[src/rtl/i2s_tx_fifo_p.sv]
// i2s_tx_fifo_p
// I2S transmit buffer and serializer. Frames (L/R sample pairs) are queued
// in a DEPTH-entry FIFO on clk and shifted out MSB first on sd/ws, one bit
// per sck_en strobe. Philips I2S and left-justified framing, 16/24/32-bit
// words, stereo or mono (din_l in both slots). When the FIFO runs dry while
// transmitting, an all-zero frame is inserted so framing never stalls.
//
// Optional build macro: I2S_TX_UNDERRUN_CNT_EN
//   defined   -> adds underrun_cnt, a saturating 16-bit count of underruns
//   undefined -> no counter, no port
//
// state | meaning
// IDLE  | not transmitting, sd=0 ws=0, waits for tx_en with data queued
// LEFT  | shifting the left slot word (ws=0)
// RIGHT | shifting the right slot word (ws=1); frame boundary at its last bit

module i2s_tx_fifo_p #(
    parameter int DEPTH = 8
) (
    input  logic                     clk,
    input  logic                     rst,
    input  logic                     sck_en,
    input  logic                     tx_en,
    input  logic                     wen,
    input  logic [31:0]              din_l,
    input  logic [31:0]              din_r,
    input  logic                     stereo,
    input  logic [1:0]               standard,
    input  logic [1:0]               word_size,
    output logic                     full,
    output logic                     empty,
    output logic [$clog2(DEPTH):0]   level,
    output logic                     overflow,
    output logic                     underrun,
    output logic                     sd,
    output logic                     ws,
    output logic                     busy
`ifdef I2S_TX_UNDERRUN_CNT_EN
    ,
    output logic [15:0]              underrun_cnt
`endif
);

    localparam int AW = $clog2(DEPTH);
    localparam logic [AW:0] PTR_ONE = 1;

    typedef enum logic [1:0] {
        IDLE  = 2'd0,
        LEFT  = 2'd1,
        RIGHT = 2'd2
    } state_t;

    // ------------------------------------------------------------------
    // FIFO storage and pointers
    // ------------------------------------------------------------------
    logic [31:0] mem_l [DEPTH];
    logic [31:0] mem_r [DEPTH];
    logic [AW:0] wptr;
    logic [AW:0] rptr;
    logic        push;
    logic        pop;
    logic [31:0] rd_l;
    logic [31:0] rd_r;

    // Flags come from the pre-edge pointers, so a pop in the same cycle
    // never frees room for a write, and a fresh write is never popped at once.
    assign full  = (wptr[AW-1:0] == rptr[AW-1:0]) && (wptr[AW] != rptr[AW]);
    assign empty = (wptr == rptr);
    assign level = wptr - rptr;
    assign push  = wen && !full;
    assign rd_l  = mem_l[rptr[AW-1:0]];
    assign rd_r  = mem_r[rptr[AW-1:0]];

    // Frame storage; contents after reset are don't-care, so no reset here.
    always_ff @(posedge clk) begin
        if (push) begin
            mem_l[wptr[AW-1:0]] <= din_l;
            mem_r[wptr[AW-1:0]] <= din_r;
        end
    end

    // Write/read pointers with wrap bit.
    always_ff @(posedge clk or posedge rst) begin
        if (rst) begin
            wptr <= '0;
            rptr <= '0;
        end else begin
            if (push) begin
                wptr <= wptr + PTR_ONE;
            end
            if (pop) begin
                rptr <= rptr + PTR_ONE;
            end
        end
    end

    // Dropped-write indication, one cycle per dropped write.
    always_ff @(posedge clk or posedge rst) begin
        if (rst) begin
            overflow <= 1'b0;
        end else begin
            overflow <= wen && full;
        end
    end

    // ------------------------------------------------------------------
    // Serializer
    // ------------------------------------------------------------------
    state_t      state;
    state_t      state_nxt;
    logic        load_frame;
    logic        load_zero;
    logic        emit;
    logic [4:0]  bit_cnt;
    logic [4:0]  cfg_wm1;
    logic        cfg_lj;
    logic [31:0] word_l;
    logic [31:0] word_r;
    logic        prev_bit;
    logic        slot_bit;

    // Highest bit index of a slot for a given word_size code.
    function automatic logic [4:0] wm1_of(input logic [1:0] sel);
        case (sel)
            2'b00:   wm1_of = 5'd15;
            2'b01:   wm1_of = 5'd23;
            default: wm1_of = 5'd31;
        endcase
    endfunction

    assign busy     = (state != IDLE);
    assign slot_bit = (state == LEFT) ? word_l[bit_cnt] : word_r[bit_cnt];

    // State register.
    always_ff @(posedge clk or posedge rst) begin
        if (rst) begin
            state <= IDLE;
        end else begin
            state <= state_nxt;
        end
    end

    // Next state, FIFO pop and frame-load decisions; all gated by sck_en.
    always_comb begin
        state_nxt  = state;
        pop        = 1'b0;
        load_frame = 1'b0;
        load_zero  = 1'b0;
        emit       = 1'b0;
        if (sck_en) begin
            case (state)
                IDLE: begin
                    if (tx_en && !empty) begin
                        pop        = 1'b1;
                        load_frame = 1'b1;
                        state_nxt  = LEFT;
                    end
                end
                LEFT: begin
                    emit = 1'b1;
                    if (bit_cnt == 5'd0) begin
                        state_nxt = RIGHT;
                    end
                end
                RIGHT: begin
                    emit = 1'b1;
                    if (bit_cnt == 5'd0) begin
                        if (!tx_en) begin
                            state_nxt = IDLE;
                        end else begin
                            load_frame = 1'b1;
                            state_nxt  = LEFT;
                            if (!empty) begin
                                pop = 1'b1;
                            end else begin
                                load_zero = 1'b1;
                            end
                        end
                    end
                end
                default: state_nxt = IDLE;
            endcase
        end
    end

    // Frame/config latch, bit counter and registered serial outputs. On a
    // frame-end load the last bit of the old frame is emitted with the old
    // configuration while the new frame is captured.
    always_ff @(posedge clk or posedge rst) begin
        if (rst) begin
            word_l   <= '0;
            word_r   <= '0;
            bit_cnt  <= '0;
            cfg_wm1  <= '0;
            cfg_lj   <= 1'b0;
            prev_bit <= 1'b0;
            sd       <= 1'b0;
            ws       <= 1'b0;
        end else begin
            if (load_frame) begin
                word_l  <= load_zero ? 32'd0 : rd_l;
                word_r  <= load_zero ? 32'd0 : (stereo ? rd_r : rd_l);
                cfg_lj  <= (standard != 2'b00);
                cfg_wm1 <= wm1_of(word_size);
                bit_cnt <= wm1_of(word_size);
            end else if (emit) begin
                bit_cnt <= (bit_cnt == 5'd0) ? cfg_wm1 : bit_cnt - 5'd1;
            end

            if (emit) begin
                ws       <= (state == RIGHT);
                sd       <= cfg_lj ? slot_bit : prev_bit;
                prev_bit <= slot_bit;
            end else if (sck_en && (state == IDLE)) begin
                ws       <= 1'b0;
                sd       <= 1'b0;
                prev_bit <= 1'b0;
            end
        end
    end

    // Underrun pulse accompanies each inserted zero frame.
    always_ff @(posedge clk or posedge rst) begin
        if (rst) begin
            underrun <= 1'b0;
        end else begin
            underrun <= load_zero;
        end
    end

`ifdef I2S_TX_UNDERRUN_CNT_EN
    // Saturating underrun counter, cleared only by reset.
    always_ff @(posedge clk or posedge rst) begin
        if (rst) begin
            underrun_cnt <= '0;
        end else if (load_zero && (underrun_cnt != 16'hFFFF)) begin
            underrun_cnt <= underrun_cnt + 16'd1;
        end
    end
`endif

endmodule
[config.mk]
export PLATFORM = sky130hd
export DESIGN_NAME = i2s_tx_fifo_p
export DESIGN_NICKNAME = d
export VERILOG_FILES = /design/src/rtl/i2s_tx_fifo_p.sv
export SDC_FILE = /design/constraint.sdc
export NUM_CORES = 1
export LEC_CHECK = 0
export CAP_MARGIN = 20
export CORE_ASPECT_RATIO = 1.4
export CORE_MARGIN = 2
export CORE_UTILIZATION = 50
export CTS_CLUSTER_DIAMETER = 200
export DETAILED_ROUTE_END_ITERATION = 12
export GPL_TIMING_DRIVEN = 0
export PLACE_DENSITY_LB_ADDON = 0.12
export SLEW_MARGIN = 5
export SYNTH_ARGS = -nofsm -noshare
export SYNTH_HDL_FRONTEND = slang
export SYNTH_SLANG_ARGS = --single-unit
export TNS_END_PERCENT = 1
[constraint.sdc]
create_clock -name clk -period 12.1 [get_ports clk]
set_input_delay 3.025 -clock clk [delete_from_list [all_inputs] [get_ports clk]]
set_output_delay 3.025 -clock clk [all_outputs]
set_load 0.02 [all_outputs]
# Word level (Yosys, flattened, before mapping)
# Memories as Yosys holds them, arrays and structs flattened.
# Cells that the tools add are included.
[word_totals] romBits=0 mem_count=2 latchBits=0 wordCells=86 out_inout_bits=11 in_bits=74 ram_bits=512 reg_bits=90
[classes] n_eq_ne=9 magnitude_cmp=1 n_shift=0 n_bitwise=0 n_mux=41 div_mod_pow=0 n_mul=0 add_sub_neg=4 reduce_logical=16
[mem_list] name="mem_l" words=8 word_bits=32 rd=1 rd_ports_with_merged_regs=0 write_ports=1 line_no="56" rtl="logic [31:0] mem_l [DEPTH];"
[mem_list] name="mem_r" words=8 word_bits=32 rd=1 rd_ports_with_merged_regs=0 write_ports=1 line_no="57" rtl="logic [31:0] mem_r [DEPTH];"
[ops] cell="32-bit two-way mux" count=3
[ops] cell="1-bit two-way mux" count=26
[ops] cell="5-bit two-way mux" count=3
[ops] cell="1-bit binary-select mux with 5-bit select" count=2
[ops] cell="5-bit one-hot mux with 2 select lines" count=1
[ops] cell="4-bit by 1-bit adder with 4-bit output, second input constant" count=2
[ops] cell="2-bit nonzero test" count=4
[ops] cell="5-bit by 6-bit < comparator with 1-bit output, second input constant" count=1
[ops] cell="2-bit two-way mux" count=3
[ops] cell="2-bit one-hot mux with 3 select lines" count=1
[ops] cell="1-bit logical AND" count=5
[ops] cell="5-bit zero test" count=1
[ops] cell="5-bit by 1-bit subtractor with 5-bit output, second input constant" count=1
[ops] cell="2-bit by 1-bit equality test with 1-bit output, second input constant" count=2
[ops] cell="4-bit equality test" count=1
[ops] cell="2-bit zero test" count=2
[ops] cell="2-bit inequality test, second input constant" count=2
[ops] cell="1-bit one-hot mux with 2 select lines" count=2
[ops] cell="4-bit AND reduction" count=1
[ops] cell="4-bit subtractor" count=1
[ops] cell="3-bit equality test" count=1
[ops] cell="2-bit equality test, second input constant" count=1
[ops] cell="1-bit zero test" count=2
[ops] cell="2-bit by 1-bit inequality test with 1-bit output, second input constant" count=1
[ops] cell="2 further kinds" count=2

# Longest topological paths before layout
[depth] word_depth=7 depth_mapped=12 ltp_nobuf=8

# Least setup slack after synthesis
# Ideal clock, no wire load.
[synth_path] kind="input to register" startpoint="in wen" endpoint="mem mem_l[0][0], enable pin" t_required_ns=11.535 setup_time_ns=0.565 path_stages=4 setup_slack_ns=3.694 t_arrival_ns=7.842 n_path_buf=1 cell_sequence="nor2b_1 -> clkbuf_1 -> nand2_1 -> nor3_1"
[synth_via] elab_chain_len=3
[synth_rtl] item="start, declared" line_no="24" rtl="input logic wen,"
[synth_rtl] item="1-bit logical AND" line_no="70" rtl="assign push = wen && !full;"
[synth_rtl] item="1-bit two-way mux" line_no="76" rtl="if (push) begin"
[synth_rtl] item="1-bit two-way mux (not written as such)" line_no="77" rtl="mem_l[wptr[AW-1:0]] <= din_l;"
[synth_rtl] item="end, declared" line_no="56"
# No other way between the ends.

# Final worst setup path
[layout_path] startpoint="reg rptr[1]" endpoint="out empty"
[layout_via] elab_chain_len=1
[layout_rtl] item="start, declared" line_no="59" rtl="logic [AW:0] rptr;"
[layout_rtl] item="start signal, assigned" line_no="92" rtl="rptr <= rptr + PTR_ONE;"
[layout_rtl] item="4-bit equality test" line_no="68" rtl="assign empty = (wptr == rptr);"
[layout_rtl] item="end, declared" line_no="31" rtl="output logic empty,"
# No other way between the ends.

==> out/results.md <==
| Stage | Result | Value |
| --- | --- | --- |
| timing | Crit path setup slack, layout | 5.222 ns |
| detailed routing | Mean number of vias per cell | 5.691 |
| global route | Wire length of the first global-routing pass | 76620 um |
| cts | TritonCTS clock tree | yes |
| power and ir drop | Cell Pwr Density | 241.2 nW/um^2 |
| finish | Combined area of the multi-input logic cells | 5629 um^2 |
| cts | Maximum level of the CTS H-tree | 2 |
| finish | Top library cells by usage in the layout, fill and taps aside | sky130_fd_sc_hd__edfxtp_1, sky130_fd_sc_hd__mux4_2, sky130_fd_sc_hd__mux2i_1 |
| die | Core Footprint | 46930 um^2 |
| setup path | Critical path endpoint category | output port |
| timing | Total count of hold-check failures in the final report | 0 |
| yosys | Number of nets produced by synthesis | 1293 |
| setup path | Maximum fanout encountered on the critical timing path | 10 |
| power and ir drop | Power Internal | 4.552 mW |
| finish | Final antenna diode count | 0 |
| setup path | Cell class contributing the biggest share of worst-path delay | buffers and inverters |
| cts | TritonCTS buffer count | 54 |
| setup path | Crit path cell chain | buf_2, buf_2, buf_1, inv_1, ha_1, nand3_1, or2_1, inv_2, clkdlybuf4s50_1 |
| detailed routing | Avg WL per Cell | 25.01 um |
| cts | Clock latency of the later-clocked register in the worst-skew pair | 0.58 ns |
| yosys | Yosys warns | 0 |
| setup path | Startpoint class of the critical path | register |
| yosys | Top FF cell, synth | sky130_fd_sc_hd__edfxtp_1 |
| detailed routing | DRC violations left | 0 |
| timing | Fin Setup TNS | 0 ns |
| global route | Number of global-route vias before repair | 12050 |
| timing | RSZ-0062 raised after global routing | no |
| setup path | Longest individual stage delay on the worst path | 0.70 ns |
| yosys | Biggest area consumer among synthesized cells | sky130_fd_sc_hd__edfxtp_1 |
| die | Width of the chip | 188.0 um |
| cts | Sink count of the clock tree | 600 |
| yosys | Post-synthesis cell count | 1208 |
| yosys | Post-synth cell types | 44 |
| placement | Worst-case setup slack after placement | 5.788 ns |
| global route | Maximum number of pins on one net before global-route repair | 71 |
| power and ir drop | Maximum vdd ir drop | 0.1927 mV |
| yosys | Area of the mapped netlist | 23690 um^2 |
| detailed routing | Aggregate routed wire length | 51150 um |
| cts | Post-CTS clock slew at the launch and capture registers of the worst setup and hold paths | 0.06 ns |
| yosys | Share of the yosys chip area belonging to registers | 0.7418 |
| setup path | Data arrival time of the worst path | 3.85 ns |
| yosys | Largest cells by area after synthesis | sky130_fd_sc_hd__edfxtp_1, sky130_fd_sc_hd__mux4_2, sky130_fd_sc_hd__dfrtp_1 |
| finish | Area growth syn-to-layout | 16.30% |
| global route | Overall Global Routing Usage | 0.2132 |
| timing | Final setup violation count | 0 |
| status | Status | finished clean |
| cts | Cts repair resizes | 0 |
| timing | Max transition margin | 0.2619 |
| yosys | Fraction of registers with async set or reset after synthesis | 0.1467 |
| yosys | Count of flip-flops with a built-in enable after synthesis | 512 |
| power and ir drop | Psw | 2.094 mW |
| setup path | Crit path buf inv count | 6 |
| detailed routing | Initial detailed-routing violation count | 829 |
| cts | Number of setup buffers added after CTS | 0 |
| power and ir drop | Power consumption | 6.646 mW |
| setup path | Worst setup path category | reg -> out |
| detailed routing | Initial DRT Pass Iterations | 7 |
| setup path | Library cell appearing most often on the critical path | sky130_fd_sc_hd__buf_2 |
| global route | Initial antenna violation count | 0 |
| placement | DP Area | 25880 um^2 |
| cts | Clk root buf | sky130_fd_sc_hd__clkbuf_16 |
| power and ir drop | Clock Power Share | 0.246 |
| yosys | Top cell type's share of synthesized area | 0.6489 |
| die | Row count | 94 |
| power and ir drop | Part of the power in registers | 0.419 |
| cts | Number of hold buffers added after cts | 0 |
| power and ir drop | Switching portion of total power | 0.3151 |
| die | Number of ports placed on the die boundary | 85 |
| finish | Number of nets in the layout | 1465 |
| die | Starting utilization of the core area | 0.5049 |
| power and ir drop | Total leakage power | 9.530 nW |
| timing | Max-slew violation total from the final report | 0 |
| finish | Count of filler cells inserted in the layout | 3469 |
| die | Full die area | 49170 um^2 |
| yosys | Post-Syn Area per Cell | 19.61 um^2 |
| setup path | Required @ worst endpoint | 9.07 ns |
| power and ir drop | Portion of total power attributed to combinational logic | 0.335 |
| detailed routing | Vias | 11640 |
| timing | Peak clock frequency supported by timing | 145.4 MHz |
| finish | Most common library cell in the layout ignoring fill and taps | sky130_fd_sc_hd__edfxtp_1 |
| setup path | Slowest cell on the critical path | sky130_fd_sc_hd__buf_1 |
| global route | Total congestion overflow after global routing | 0 |
| job | Count of max-cap constraint violations | 0 |
| hold path | Hold/Removal Path Class | reg -> reg |
| timing | Clk_skew | 0.01597 ns |
| cts | Maximum buffer depth of the clock tree | 3 |
| finish | Fraction of final layout cells with drive strength greater than 1 | 0.2139 |
| timing | Slew of the pin with the lowest slew margin | 1.107 ns |
| yosys | Register bit total from synthesis | 600 |
| placement | Routability congestion estimate from global placement | 0.8099 |
| timing | Hold slack | 0.4777 ns |
| finish | Seq. cell area | 17580 um^2 |
| placement | Count of buffers from port buffering | 82 |
| finish | Total non-filler cell area in the finished layout | 27560 um^2 |
| finish | Non-filler cells, final | 2045 |
| timing | Period utilisation layout | 0.5684 |
| timing | Shortest period the worst path allows | 6.878 ns |
| die | Vertical extent of the die | 261.6 um |
| detailed routing | DRT antenna net count | 0 |
| finish | Post-layout util | 0.5872 |
| placement | Post-placement cell count | 1948 |
| placement | Placed wire-length estimate | 34070 um |
kinds of logic (layout without fill, tap and decap cells):
group | count (synthesis) | count (layout) | share of synthesized area
adder cells (fa/ha/maj) | 11 | 11 | 0.006126
XOR/XNOR | 9 | 9 | 0.003327
multiplexers | 244 | 244 | 0.1792
flip-flops | 600 | 600 | 0.7418
buffers and inverters | 117 | 330 | 0.02260
AO/OA/AOI/OAI | 99 | 99 | 0.02324
AND/OR/NAND/NOR | 128 | 128 | 0.02366
cell usage after synthesis (all sizes together) (2+ instances only):
cell type and instances:
edfxtp 512, mux4 144, mux2i 98, dfrtp 88, nand2 83, o21ai 73, inv 50, buf 46
clkbuf 20, nor2 14, ha 10, a21oi 9, nand3 9, nor3 7, xnor2 6, nor2b 5
a22oi 4, a311oi 4, a21o 3, xor2 3, mux2 2, nand2b 2
sequential cells by signal (all words and copies together), names as in the netlist:
| register | cells |
|---|---|
| mem_l | 256 |
| mem_r | 256 |
| word_l | 32 |
| word_r | 32 |
| bit_cnt | 5 |
| rptr | 4 |
| wptr | 4 |
| cfg_wm1 | 3 |
| state | 2 |
| cfg_lj | 1 |
| overflow | 1 |
| prev_bit | 1 |
| sd | 1 |
| underrun | 1 |
| ws | 1 |
worst register-to-register path, delay by kind of cell (launching register included):
family / cells / cell delay [ns]
flops: 1 / 0.46
buf+inv: 9 / 2.44
simple gates: 5 / 1.38
fa+ha+maj: 1 / 0.33
routing by layer:
| layer | share of wire | global-route usage | up-vias |
|---|---|---|---|
| li1 | - | - | 5136 |
| met1 | 0.42 | 0.2863 | 6181 |
| met2 | 0.52 | 0.3725 | 260 |
| met3 | 0.042 | 0.03002 | 61 |
| met4 | 0.019 | 0.05206 | 0 |
| met5 | 0 | 0 | - |
cell type report:
cell class	instances	area share
inverter	51	0.007129
clock inverter	15	0.004541
clock buffer	82	0.05617
multi-input combinational	491	0.2043
buffer	66	0.01249
timing repair buffer	116	0.04922
sequential	600	0.6379
tap	624	0.02833
final timing paths:
check / cells past startpoint / to / slack (ns) / from
max in group asynchronous: 3 / word_r[15] / 8.65 / rst
min in group asynchronous: 2 / overflow / 2.78 / rst
min: 2 / word_l[26] / 0.48 / word_l[26]
min reg2reg: 2 / word_l[26] / 0.48 / word_l[26]
max reg2reg: 15 / mem_r[0][25] / 7.18 / rptr[1]
max: 9 / empty / 5.22 / rptr[1]
power groups by stage:
stage          combinational (mW)  clock [mW]  sequential [mW]
3_5_place_dp                 2.28           0             2.83
4_1_cts                      2.29        1.67             2.79
2_1_floorplan                1.46           0             2.82
5_1_grt                      2.41        1.74             2.82
3_3_place_gp                 2.15           0             2.88
6_report                     2.23        1.63             2.79
(Power assumes the default switching activity.)
